File: src/rtl/cpu_run_ctrl.sv
// Run/step/speed controller: turns board buttons into a one-cycle CPU clock-enable
// at decade-spaced rates, with free-run, single-step and halt modes.
module cpu_run_ctrl #(
    parameter logic [31:0] BASE_DELAY = 32'd100_000_000,
    parameter int          NUM_SPEEDS = 5
) (
    input  logic        clk,
    input  logic        rst_n,
    input  logic        run_btn,
    input  logic        step_btn,
    input  logic        speed_btn,
    input  logic        cpu_halt,
    output logic        cpu_en,
    output logic        running,
    output logic [2:0]  speed,
    output logic [31:0] en_count
);

    typedef enum logic [1:0] {
        S_HALT = 2'd0,
        S_STEP = 2'd1,
        S_RUN  = 2'd2
    } state_t;

    localparam logic [2:0] LAST_SPEED = 3'(NUM_SPEEDS - 1);

    function automatic logic [31:0] sat_min1(input logic [31:0] d);
        return (d == 32'd0) ? 32'd1 : d;
    endfunction

    // Repeated floor division by 10 equals floor(BASE_DELAY / 10^k).
    function automatic logic [255:0] build_delays();
        logic [255:0] tab;
        logic [31:0]  d;
        tab = '0;
        d   = BASE_DELAY;
        for (int k = 0; k < 8; k++) begin
            tab[k*32 +: 32] = sat_min1(d);
            d = d / 32'd10;
        end
        return tab;
    endfunction

    localparam logic [255:0] DELAY_TAB = build_delays();

    state_t      state, state_nxt;
    logic [31:0] tick, tick_nxt;
    logic [31:0] delay_cur;
    logic [2:0]  speed_nxt;
    logic        en_nxt;
    logic [2:0]  run_sync, step_sync, speed_sync;
    logic        run_edge, step_edge, speed_edge;

    assign run_edge   = run_sync[1]   & ~run_sync[2];
    assign step_edge  = step_sync[1]  & ~step_sync[2];
    assign speed_edge = speed_sync[1] & ~speed_sync[2];
    assign delay_cur  = DELAY_TAB[32*speed +: 32];

    always_ff @(posedge clk) begin
        if (!rst_n) begin
            state      <= S_HALT;
            tick       <= '0;
            speed      <= '0;
            cpu_en     <= 1'b0;
            running    <= 1'b0;
            en_count   <= '0;
            run_sync   <= '0;
            step_sync  <= '0;
            speed_sync <= '0;
        end else begin
            state      <= state_nxt;
            tick       <= tick_nxt;
            speed      <= speed_nxt;
            cpu_en     <= en_nxt;
            running    <= (state_nxt == S_RUN);
            en_count   <= en_count + {31'd0, en_nxt};
            run_sync   <= {run_sync[1:0], run_btn};
            step_sync  <= {step_sync[1:0], step_btn};
            speed_sync <= {speed_sync[1:0], speed_btn};
        end
    end

    // A CPU halt request outranks every button; run beats step when both arrive together.
    always_comb begin
        state_nxt = state;
        case (state)
            S_HALT: begin
                if (!cpu_halt && run_edge)
                    state_nxt = S_RUN;
                else if (!cpu_halt && step_edge)
                    state_nxt = S_STEP;
            end
            S_STEP: state_nxt = S_HALT;
            S_RUN: begin
                if (cpu_halt || run_edge)
                    state_nxt = S_HALT;
            end
            default: state_nxt = S_HALT;
        endcase
    end

    always_comb begin
        en_nxt    = 1'b0;
        tick_nxt  = '0;
        speed_nxt = speed;
        if (speed_edge)
            speed_nxt = (speed == LAST_SPEED) ? 3'd0 : speed + 3'd1;
        case (state)
            S_STEP: en_nxt = 1'b1;
            S_RUN: begin
                // Leaving RUN or changing speed restarts the tick without a pulse.
                if (!cpu_halt && !run_edge && !speed_edge) begin
                    if (tick == delay_cur - 32'd1)
                        en_nxt = 1'b1;
                    else
                        tick_nxt = tick + 32'd1;
                end
            end
            default: ;
        endcase
    end

endmodule

File: config.mk
export PLATFORM = sky130hd
export DESIGN_NAME = cpu_run_ctrl
export DESIGN_NICKNAME = d
export VERILOG_FILES = /design/src/rtl/cpu_run_ctrl.sv
export SDC_FILE = /design/constraint.sdc
export NUM_CORES = 1
export LEC_CHECK = 0
export CAP_MARGIN = 5
export CORE_MARGIN = 2
export CORE_UTILIZATION = 55
export DETAILED_ROUTE_END_ITERATION = 8
export GPL_TIMING_DRIVEN = 0
export PLACE_DENSITY = 0.84
export REMOVE_ABC_BUFFERS = 1
export SYNTH_ARGS = -nofsm -noshare
export SYNTH_HDL_FRONTEND = slang
export SYNTH_SLANG_ARGS = --single-unit
File: constraint.sdc
create_clock -name clk -period 8.01 [get_ports clk]
set_input_delay 1.602 -clock clk [delete_from_list [all_inputs] [get_ports clk]]
set_output_delay 1.602 -clock clk [all_outputs]
set_load 0.02 [all_outputs]
[After elaboration in Yosys (flattened, before gate mapping)]
Cells that the tools add are included.
Cells by class
  reductions and logical operators: 10
  eq/ne operators: 5
  bitwise logic cells: 9
  muxes and demuxes: 8
  add/subtract/negate cells: 4
  shift-type cells: 1
Operators with widths (count)
  $shiftx 256x9->32 const A: 1
  $add 32x1->32: 1
  $add 32x1->32 const B: 1
  $eq 32x32->1: 1
  $sub 32x1->32 const B: 1
  $mux 2: 3
  $not 1->1: 6
  $eq 2x2->1 const B: 2
  $logic_and 1x1->1: 4
  $pmux 2 s2: 1
  $reduce_or 4->1: 1
  $add 3x1->3 const B: 1
  $and 1x1->1: 3
  $eq 3x3->1 const B: 1
  $logic_not 1->1: 3
  $mux 3: 1
  $eq 2x1->1 const B: 1
  $logic_not 2->1: 1
  $mux 1: 2
  $pmux 1 s2: 1
  $logic_or 1x1->1: 1
Storage, ports and cells
  logic and storage cells: 46
  flip-flop bits (word level): 80

[Logic depth before layout (Yosys ltp)]
  depth in word-level cells: 8
  mapped depth: 23
  gate-level depth less buffers: 20

[Worst setup path before layout]
No wires, ideal clock.
  path kind: register to register
  from: register speed[0]
  to: register en_count[26]
  data arrival time: 4.795 ns
  setup time: 0.115 ns
  setup slack: 3.100 ns
  path buffers: 3
  stages on the path, launching flop included: 22
  data required time: 7.895 ns
  period minus slack after synthesis: 4.910 ns
  path through: dfxtp_1 > buf_2 > inv_1 > ha_1 > buf_2 > o21ai_0 > o211ai_4 > mux2i_1 > or3_1 > a2111o_1 > nor4_4 > a22o_1 > ha_1 > ha_1 > and4_1 > and3_1 > clkbuf_1 > nand2_1 > nor3_1 > nand4_1 > xnor2_1 > and2_1
On the way
  longest elaborated chain between the ends: 7
RTL lines
  start, declared: RTL line 15  | output logic [2:0] speed,
  start signal, assigned: RTL line 73  | speed <= speed_nxt;
  $shiftx 256x9->32: RTL line 57  | assign delay_cur = DELAY_TAB[32*speed +: 32];
  $sub 32x1->32: RTL line 113  | if (tick == delay_cur - 32'd1)
  $eq 32x32->1: RTL line 113
  $mux 1: RTL line 113
  $mux 1: RTL line 112  | if (!cpu_halt && !run_edge && !speed_edge) begin
  $pmux 1 s2: RTL line 108  | case (state)
  via en_nxt: RTL line 50  | logic en_nxt;
  $add 32x1->32: RTL line 76  | en_count <= en_count + {31'd0, en_nxt};
  end signal, assigned: RTL line 76
  end, declared: RTL line 16  | output logic [31:0] en_count
The timed path passes the listed nets, and every way through them passes these cells.
A chain may end at the register's enable or synchronous reset.

[Final worst setup path]
Ends and elaborated chain as after synthesis.

==> flow_metrics.env <==
export IMPL_cp_start_kind="flop"
export IMPL_drt_initial_drc_count=246
export IMPL_grt_overflow_total=0
export IMPL_drive_above_1_share=0.113
export IMPL_die_w_microns=98.3
export IMPL_finClkSkew_ps=13.0
export IMPL_cts_setup_buffers=0
export IMPL_cts_resized=0
export IMPL_dpl_cell_area_sq_mm=0.00533
export IMPL_ir_worst_vdd_mv=0.0848
export IMPL_final_cell_count_no_fill=682
export IMPL_cts_sinks=80
export IMPL_rsz0062_at_grt="false"
export IMPL_die_h_microns=98.3
export IMPL_drtPass1Iterations=5
export IMPL_cp_end_kind="flop"
export IMPL_cts_tree="built"
export IMPL_root_buffer="clkbuf_8"
export IMPL_status="complete, no violations"
export IMPL_synthArstFlopShare=0
export IMPL_max_slew_margin=0.381
export IMPL_netlist_area_sq_mm=0.00489
export IMPL_period_minus_slack_ps=6180
export IMPL_numPortBuffers=42
export IMPL_htreeDepth=3
export IMPL_pre_cts_ws_ps=1900
export IMPL_hp_class="flop to flop"
export IMPL_hold_viol=0
export IMPL_cp_max_fo=15
export IMPL_yosysTopAreaCellShare=0.327
export IMPL_drc=0
export IMPL_io_pins=43
export IMPL_p_leak_nw=1.83
export IMPL_grt_pass1_wl_mm=17.8
export IMPL_setup_tns_ps=0
export IMPL_antenna_cells=0
export IMPL_start_util=0.564
export IMPL_cts_buffers=9
export IMPL_post_synth_top_count_cell="dfxtp_1"
export IMPL_arrival_ps=6430
export IMPL_rows=34
export IMPL_cts_buffer_depth=2
export IMPL_dp_cells=666
export IMPL_fmax_mhz=162
export IMPL_ys_top_cells_by_area="dfxtp_1 33%, xnor2_1 8.2%, nor3_2 6.1%"
export IMPL_maxSlewViolCount=0
export IMPL_max_cap_viol_count=0
export IMPL_clkSlewWorstSetupHoldPaths_ps=80
export IMPL_yosys_top_cells_count="80 x dfxtp_1, 46 x xnor2_1, 40 x and2_1, 34 x nand3_1, 30 x nor3_2"
export IMPL_drt_total_wl_mm=10.6
export IMPL_worst_pin_slew_ps=925
export IMPL_synth_area_leader_cell="dfxtp_1"
export IMPL_drt_wirelength_per_cell_microns=15.6
export IMPL_area_growth_synth_to_final_pct=12.9
export IMPL_netlist_instances=546
export IMPL_design_area_sq_mm=0.00552
export IMPL_via_count=3992
export IMPL_power_density_mw_per_mm2=135
export IMPL_power_mw=0.746
export IMPL_ys_seq_area_frac=0.327
export IMPL_yosysWarningCount=0
export IMPL_dieArea_sq_mm=0.00966
export IMPL_required_ps=8250
export IMPL_ctsHoldBuffers=0
export IMPL_ys_flop_type="dfxtp_1"
export IMPL_core_region_area_sq_mm=0.00868
export IMPL_worstSetupPathType="flop to flop"
export IMPL_place_congestion=0.887
export IMPL_post_route_util=0.637
export IMPL_fin_hold_ws_ps=436
export IMPL_synth_area_per_cell_sq_um=8.96
export IMPL_vias_per_cell=5.85
export IMPL_nNetsFinal=589
export IMPL_ys_ff_latch=80
export IMPL_period_share=0.772
export IMPL_clock_latency_ps=350
export IMPL_final_setup_viol_count=0
export IMPL_grt_usage=0.221
export IMPL_synth_edf_count=0
export IMPL_hpwl_mm=7.50
export IMPL_grt_max_degree=50
export IMPL_grt_pass1_vias=3894
export IMPL_antenna_found_initial=0
export IMPL_synthDistinctLibCells=66
export IMPL_setup_ws_ps=1830
export IMPL_antenna_left=0
-- cells by family (layout without fill, tap and decap cells) --
logic type / after synthesis / count (layout) / share of synthesized area
muxes: 12 / 12 / 0.0248
buffers and inverters: 49 / 77 / 0.0489
xor gates and xnor gates: 75 / 75 / 0.137
adders and majority gates: 14 / 14 / 0.0358
and+or+nand+nor: 249 / 249 / 0.323
AOI/OAI and AO/OA: 67 / 67 / 0.102
DFF: 80 / 80 / 0.327
-- placed cells by master (no fill, tap or decap), types with 6 or more instances in the layout --
cell,n
xnor2_1,46
nand4_1,12
nor3_2,30
xor2_1,28
clkdlybuf4s50_1,41
inv_1,15
nand3_1,34
nor2b_1,17
and2_1,40
nor3_1,9
a21oi_1,9
and3_1,10
ha_1,14
o21ai_0,12
or3_1,7
and4_1,6
clkbuf_8,9
mux2i_1,11
nand2_1,25
dfxtp_1,80
nor2_1,26
-- registers in the layout, summed over array words and instances (netlist names) --
| register | count |
|---|---|
| en_count | 32 |
| step_sync | 3 |
| speed | 3 |
| tick | 32 |
| speed_sync | 3 |
| state | 2 |
| run_sync | 3 |
| cpu_en | 1 |
| running | 1 |
-- routing by layer --
metal / vias up / track usage / wire [microns] / part of all wire
li1: 1965 / - / - / -
met5: - / 0 / 0 / 0
met3: 12 / 0.0508 / 518 / 0.049
met1: 1920 / 0.274 / 4690 / 0.44
met4: 0 / 0.0727 / 117 / 0.011
met2: 95 / 0.380 / 5300 / 0.50
-- final timing paths --
check | start | endpoint | slack (ps) | cells after the start
max | speed[0] | en_count[26] | 1830 | 20
min | speed_sync[0] | speed_sync[1] | 440 | 1
max reg2reg | speed[0] | en_count[26] | 1830 | 20
min reg2reg | speed_sync[0] | speed_sync[1] | 440 | 1
-- critical path, stage by stage, from the launching register on --
cell and delay (ps):
dfxtp_1 690, inv_1 250, ha_1 540, nor4b_2 460, o211ai_4 160, mux2i_1 160, or3_1 350, a2111o_1 460
nor4_4 480, buf_6 250, buf_6 160, a22o_1 140, ha_1 180, ha_1 210, and4_1 220, and3_1 320
nand2_1 130, nor3_1 400, nand4_1 190, xnor2_1 150, and2_1 150
-- cell type report --
type,instances,area (sq um)
clock buffer,9,124
clock inverter,7,77.6
fill,716,3150
inverter,15,56.3
multi-input combinational,417,3050
sequential,80,1600
tap,108,135
timing repair buffer,46,477
-- where the power goes --
part | total, mW | internal (mW) | switching, mW | leakage (nW)
Sequential | 0.403 | 0.400 | 0.00253 | 0.646
Combinational | 0.0404 | 0.0176 | 0.0229 | 1.08
Clock | 0.303 | 0.147 | 0.156 | 0.101
Total | 0.746 | 0.565 | 0.181 | 1.83
Note: power is estimated with default switching activity, not from simulation.
